[src/rtl/mem_ctrl_p.sv]
// Parametrised single-port memory behind a valid/ready request channel and a
// valid/ready read-response channel, with configurable read latency and range checking.
module mem_ctrl_p #(
  parameter int DATA_W       = 8,
  parameter int ADDR_W       = 8,
  parameter int DEPTH        = 256,
  parameter int READ_LATENCY = 1
) (
  input  logic              CLK,
  input  logic              RST,
  input  logic              req_valid,
  output logic              req_ready,
  input  logic              req_rw,
  input  logic [ADDR_W-1:0] req_addr,
  input  logic [DATA_W-1:0] req_wdata,
  output logic              rsp_valid,
  input  logic              rsp_ready,
  output logic [DATA_W-1:0] rsp_rdata,
  output logic              rsp_err,
  output logic              busy,
  output logic [1:0]        dbg_state
);

  // Handshake: a beat transfers on a rising edge where valid && ready. req_ready
  // and rsp_valid are pure state decodes, so neither depends on the opposite side.
  typedef enum logic [1:0] {
    IDLE = 2'd0,
    WAIT = 2'd1,
    RESP = 2'd2
  } state_t;

  localparam logic [1:0]  CNT_LOAD = (READ_LATENCY > 1) ? 2'(READ_LATENCY - 2) : 2'd0;
  localparam logic [16:0] DEPTH_L  = 17'(DEPTH);

  state_t            state_q, state_d;
  logic [1:0]        cnt_q, cnt_d;
  logic [DATA_W-1:0] rdata_q, rdata_d;
  logic              err_q, err_d;
  logic              wr_en;
  logic              in_range;
  logic [DATA_W-1:0] mem_q [DEPTH];

  assign in_range = ({{(17-ADDR_W){1'b0}}, req_addr} < DEPTH_L);

  always_comb begin
    state_d = state_q;
    cnt_d   = cnt_q;
    rdata_d = rdata_q;
    err_d   = err_q;
    wr_en   = 1'b0;
    case (state_q)
      IDLE: begin
        if (req_valid) begin
          if (req_rw) begin
            // Read data is captured at acceptance; no write can slip in before it is consumed.
            rdata_d = in_range ? mem_q[req_addr] : '0;
            err_d   = !in_range;
            if (READ_LATENCY == 1) begin
              state_d = RESP;
            end else begin
              state_d = WAIT;
              cnt_d   = CNT_LOAD;
            end
          end else begin
            wr_en = in_range;
          end
        end
      end
      WAIT: begin
        if (cnt_q == 2'd0) state_d = RESP;
        else               cnt_d   = cnt_q - 2'd1;
      end
      RESP: begin
        if (rsp_ready) state_d = IDLE;
      end
      default: state_d = IDLE;
    endcase
  end

  always_ff @(posedge CLK or negedge RST) begin
    if (!RST) begin
      state_q <= IDLE;
      cnt_q   <= 2'd0;
      rdata_q <= '0;
      err_q   <= 1'b0;
    end else begin
      state_q <= state_d;
      cnt_q   <= cnt_d;
      rdata_q <= rdata_d;
      err_q   <= err_d;
    end
  end

  // Storage is deliberately outside the reset domain so contents survive RST.
  always_ff @(posedge CLK) begin
    if (wr_en) mem_q[req_addr] <= req_wdata;
  end

  assign req_ready = (state_q == IDLE);
  assign rsp_valid = (state_q == RESP);
  assign busy      = (state_q == WAIT) || (state_q == RESP);
  assign rsp_rdata = rsp_valid ? rdata_q : '0;
  assign rsp_err   = rsp_valid && err_q;
  assign dbg_state = state_q;

endmodule

[config.mk]
export PLATFORM = sky130hd
export DESIGN_NAME = mem_ctrl_p
export DESIGN_NICKNAME = d
export VERILOG_FILES = /design/src/rtl/mem_ctrl_p.sv
export SDC_FILE = /design/constraint.sdc
export NUM_CORES = 2
export LEC_CHECK = 0
export ABC_AREA = 0
export CORE_MARGIN = 1
export CORE_UTILIZATION = 57
export CTS_CLUSTER_SIZE = 25
export DETAILED_ROUTE_END_ITERATION = 8
export DONT_BUFFER_PORTS = 1
export PLACE_DENSITY_LB_ADDON = 0.2
export SETUP_SLACK_MARGIN = 0.2
export SLEW_MARGIN = 20
export SYNTH_ARGS = -nofsm -noshare
export SYNTH_HDL_FRONTEND = slang
export SYNTH_SLANG_ARGS = --single-unit
[constraint.sdc]
create_clock -name CLK -period 2.9 [get_ports CLK]
set_input_delay 0.29 -clock CLK [delete_from_list [all_inputs] [get_ports CLK]]
set_output_delay 0.29 -clock CLK [all_outputs]
set_load 0.03 [all_outputs]
==> impl_metrics.csv <==
group,metric,value,unit
status,result_of_the_run,"finished with violations",
status,failed_checks,"hold timing",
clocking,clk-insertion-delay-late,0.84,ns
floorplan,num_rows,136,
placed_design,dp.final_hpwl,112000,um
power_and_ir_drop,power.density,658,mW/mm2
floorplan,floorplan.initialDensity,0.578,
final_layout,antenna_cells_inserted,0,
power_and_ir_drop,vdd_ir_drop_max,656,uV
setup_path,path_max_fanout,26,
grt,initial_antenna_violation_count,12,
clocking,ctsRootBufferMaster,"clkbuf_16",
clocking,clock_sinks,2057,
floorplan,die_width,376,um
timing,max_slew_margin,0.0115,
logic_synthesis,synth-edff-count,2048,
grt,pin_count_of_the_biggest_net_entering_global_routing,494,
logic_synthesis,synth_cell_type_count,53,
logic_synthesis,synth-warning-count,0,
route,routed_wl,202000,um
setup_path,crit_path_top_delay_cell,"mux4_2",
setup_path,worst_setup_path_end_kind,"flip-flop",
setup_path,timing.critical_path.mode_cell,"buf_16",
setup_path,worst-setup-path-type,"input pin to flip-flop",
final_layout,final_net_count,4091,
setup_path,max_stage_delay,0.57,ns
timing,setup-tns-final,0,ns
timing,finalCritPeriodShare,0.957,
logic_synthesis,synth-seq-area-share,0.773,
timing,hold_ws,-0.429,ns
setup_path,timing.critical_path.from_type,"input pin",
power_and_ir_drop,p_leak,29.2,nW
clocking,clock_path_buffers,3,
logic_synthesis,async_flop_share,0.00438,
grt,grt_pass1_wl,286000,um
logic_synthesis,postSynthAreaPerCell,21.9,um2
clocking,clk_transition_reported_paths,0.06,ns
timing,finalHoldViolations,1445,
job,maxCapViolations,0,
route,drc_errors,0,
clocking,tritoncts,"built",
power_and_ir_drop,report.power.total,0.0601,W
clocking,post_cts.repair.setup_buffers,0,
grt,grt_use_total,0.285,
route,antenna_violating_nets_post_route,0,
logic_synthesis,netlist_instances,3639,
floorplan,design.portCount,35,
placed_design,placer_s_final_routability_congestion_estimate,0.855,
route,detailedRoute.firstIterationViolations,5334,
timing,final_max_slew_viol_count,0,
floorplan,floorplan.die_area,0.142,mm2
final_layout,layout.cell_area.non_filler,0.0913,mm2
hold_path,timing.hold.worst.class,"input pin to flip-flop",
grt,first_global_vias,40400,
route,detailroute.via_count,40100,
route,routed_wire_length_per_instance,33.1,um
logic_synthesis,ys_ff_latch,2057,
final_layout,num-fill-cells,8791,
timing,timing.fmax,360,MHz
timing,tightest_slew,1.48,ns
clocking,holdBufCountCts,8,
setup_path,critical_path_required,3.62,ns
setup_path,critPathTopFamily,"multiplexers",
floorplan,dieHeight,376,um
setup_path,arrival,3.49,ns
setup_path,worst-path-buf-inv,3,
route,drt-pass1-iter-count,6,
logic_synthesis,post_syn_area,0.0798,mm2
timing,period_minus_ws_final,2.78,ns
final_layout,syn_to_final_growth,14.3,%
route,via_per_inst,6.58,
timing,finalSetupViolCount,0,
floorplan,coreArea,0.138,mm2
setup_path,cp_cell_sequence,"buf_16 > buf_16 > buf_16 > mux4_2 > mux4_2 > nor2b_1 > a31oi_2 > nand4_1 > o22a_1",
placed_design,detailed_place.area,0.0845,mm2
timing,timing.clock.skew,0.0310,ns
final_layout,ratio_of_cells_with_drive_above_1_in_the_final_layout,0.309,
placed_design,portBuffers,0,
clocking,cts_made_buffers,194,
clocking,htree_levels,4,
logic_synthesis,ys.flop_type,"edfxtp_1",
grt,grt_overflow_total,0,
timing,rsz0062_at_grt,"true",
placed cells by master, fill, tap and decap left out, types with 4 or more instances in the layout:
cell              n
clkinv_1         42
nand3_1          34
and2_1           10
clkbuf_1         40
nor2_2           23
edfxtp_1       2048
bufinv_16        17
o21ai_0          10
dfrtp_1           9
nand2_1          72
o221ai_1          7
buf_4           427
mux4_2          530
nor3_2            5
o22a_1            9
clkinv_2         41
a32oi_1           5
nand4_1          14
buf_12            8
o22ai_1          43
nor3_1           33
o211ai_1          5
nor2_1          232
a31oi_1           8
a21oi_1          21
clkbuf_16       207
a22oi_1          43
clkinv_8          5
nor2_4            5
or3_1             4
nand2b_1          9
clkinvlp_4        7
mux2i_1         160
clkbuf_8          6
dlygate4sd3_1     8
buf_16            5
nor2b_1          21
power breakdown:
group,internal (W),switching [W]
registers,0.0327,0.0000830
logic,0.00107,0.00117
clock network,0.0142,0.0108
total,0.0480,0.0120
registers in the layout, summed over array words and instances (netlist names):
| name | flops |
|---|---|
| mem_q | 2048 |
| rdata_q | 8 |
| dbg_state | 1 |
cell type report:
| type | instances | area, um2 | share of cell area |
|---|---|---|---|
| Clock buffer | 245 | 5210 | 0.0571 |
| Clock inverter | 118 | 1080 | 0.0119 |
| Inverter | 3 | 11.3 | 0.000123 |
| Multi-Input combinational cell | 1358 | 17100 | 0.188 |
| Sequential cell | 2057 | 61700 | 0.676 |
| Tap cell | 1863 | 2330 | 0.0255 |
| Timing Repair Buffer | 456 | 3780 | 0.0414 |
synthesized netlist by cell type, types with 5 or more instances:
cell	number	area share
a21oi_1	21	0.0013
a22oi_1	43	0.0040
a311oi_1	5	0.00055
a31oi_1	9	0.00071
a32oi_1	5	0.00055
and2_1	11	0.00086
buf_1	12	0.00056
buf_2	73	0.0046
buf_4	45	0.0042
buf_6	8	0.0011
clkbuf_1	84	0.0039
dfrtp_1	9	0.0028
edfxtp_1	2048	0.77
mux2i_1	160	0.020
mux4_2	530	0.15
nand2_1	73	0.0034
nand2b_1	9	0.00071
nand3_1	35	0.0022
nand4_1	14	0.0011
nor2_1	260	0.012
nor2b_1	23	0.0018
nor3_1	38	0.0024
nor4_1	5	0.00039
o211ai_1	5	0.00047
o21ai_0	10	0.00063
o221ai_1	7	0.00077
o22a_1	9	0.00099
o22ai_1	43	0.0034
layer usage:
metal  GRT usage  wire, um  part of all wire  vias to the layer above
met5           0        48           0.00024                        -
met4       0.102      7570             0.038                        8
met3      0.0788     22800              0.11                      409
met2       0.441     96000              0.48                     2474
met1       0.395     75400              0.37                    21100
li1            -         -                 -                    16200
final timing paths:
path | from | end | slack [ns] | depth (start not counted)
worst min-delay path | req_wdata[4] | mem_q[119][4] | -0.43 | 0
max in group asynchronous | RST | rdata_q[5] | 1.67 | 2
worst max-delay path | req_addr[0] | rdata_q[3] | 0.12 | 9
worst max register to register | mem_q[10][3] | rdata_q[3] | 0.19 | 6
worst min register to register | rdata_q[3] | rdata_q[3] | 0.68 | 1
min in group asynchronous | RST | rdata_q[2] | 0.66 | 2
through the flow:
step | utilization | std cells | setup slack (ns) | hold slack [ns]
after global placement | 0.612 | 5716 | -0.0921 | -0.00489
final | 0.661 | 6100 | 0.124 | -0.429
after CTS | 0.658 | 6087 | 0.249 | -0.484
after global routing | 0.661 | 6100 | 0.150 | -0.479
after detailed placement | 0.612 | 5716 | -0.178 | -0.00502
after floorplan | - | 3640 | -0.0149 | -0.00559
logic make-up (layout without fill, tap and decap cells):
family          count (synthesis)  after routing  share of synthesized area
compound gates                183            183                     0.0163
simple gates                  482            482                     0.0263
mux                           691            691                      0.170
buf+inv                       225            822                     0.0146
flops                        2057           2057                      0.773
other cells                     1              2                  0.0000470
timing repair:
| action | in CTS | in global routing |
|---|---|---|
| endpoints found under the setup margin | 5 | 230 |
| pin swaps | 0 | 1 |
| hold endpoints to repair | 2074 | 2048 |
| resized for setup | 6 | 2 |
| gates cloned | 0 | 8 |
Power figures use the tool's default switching activity.
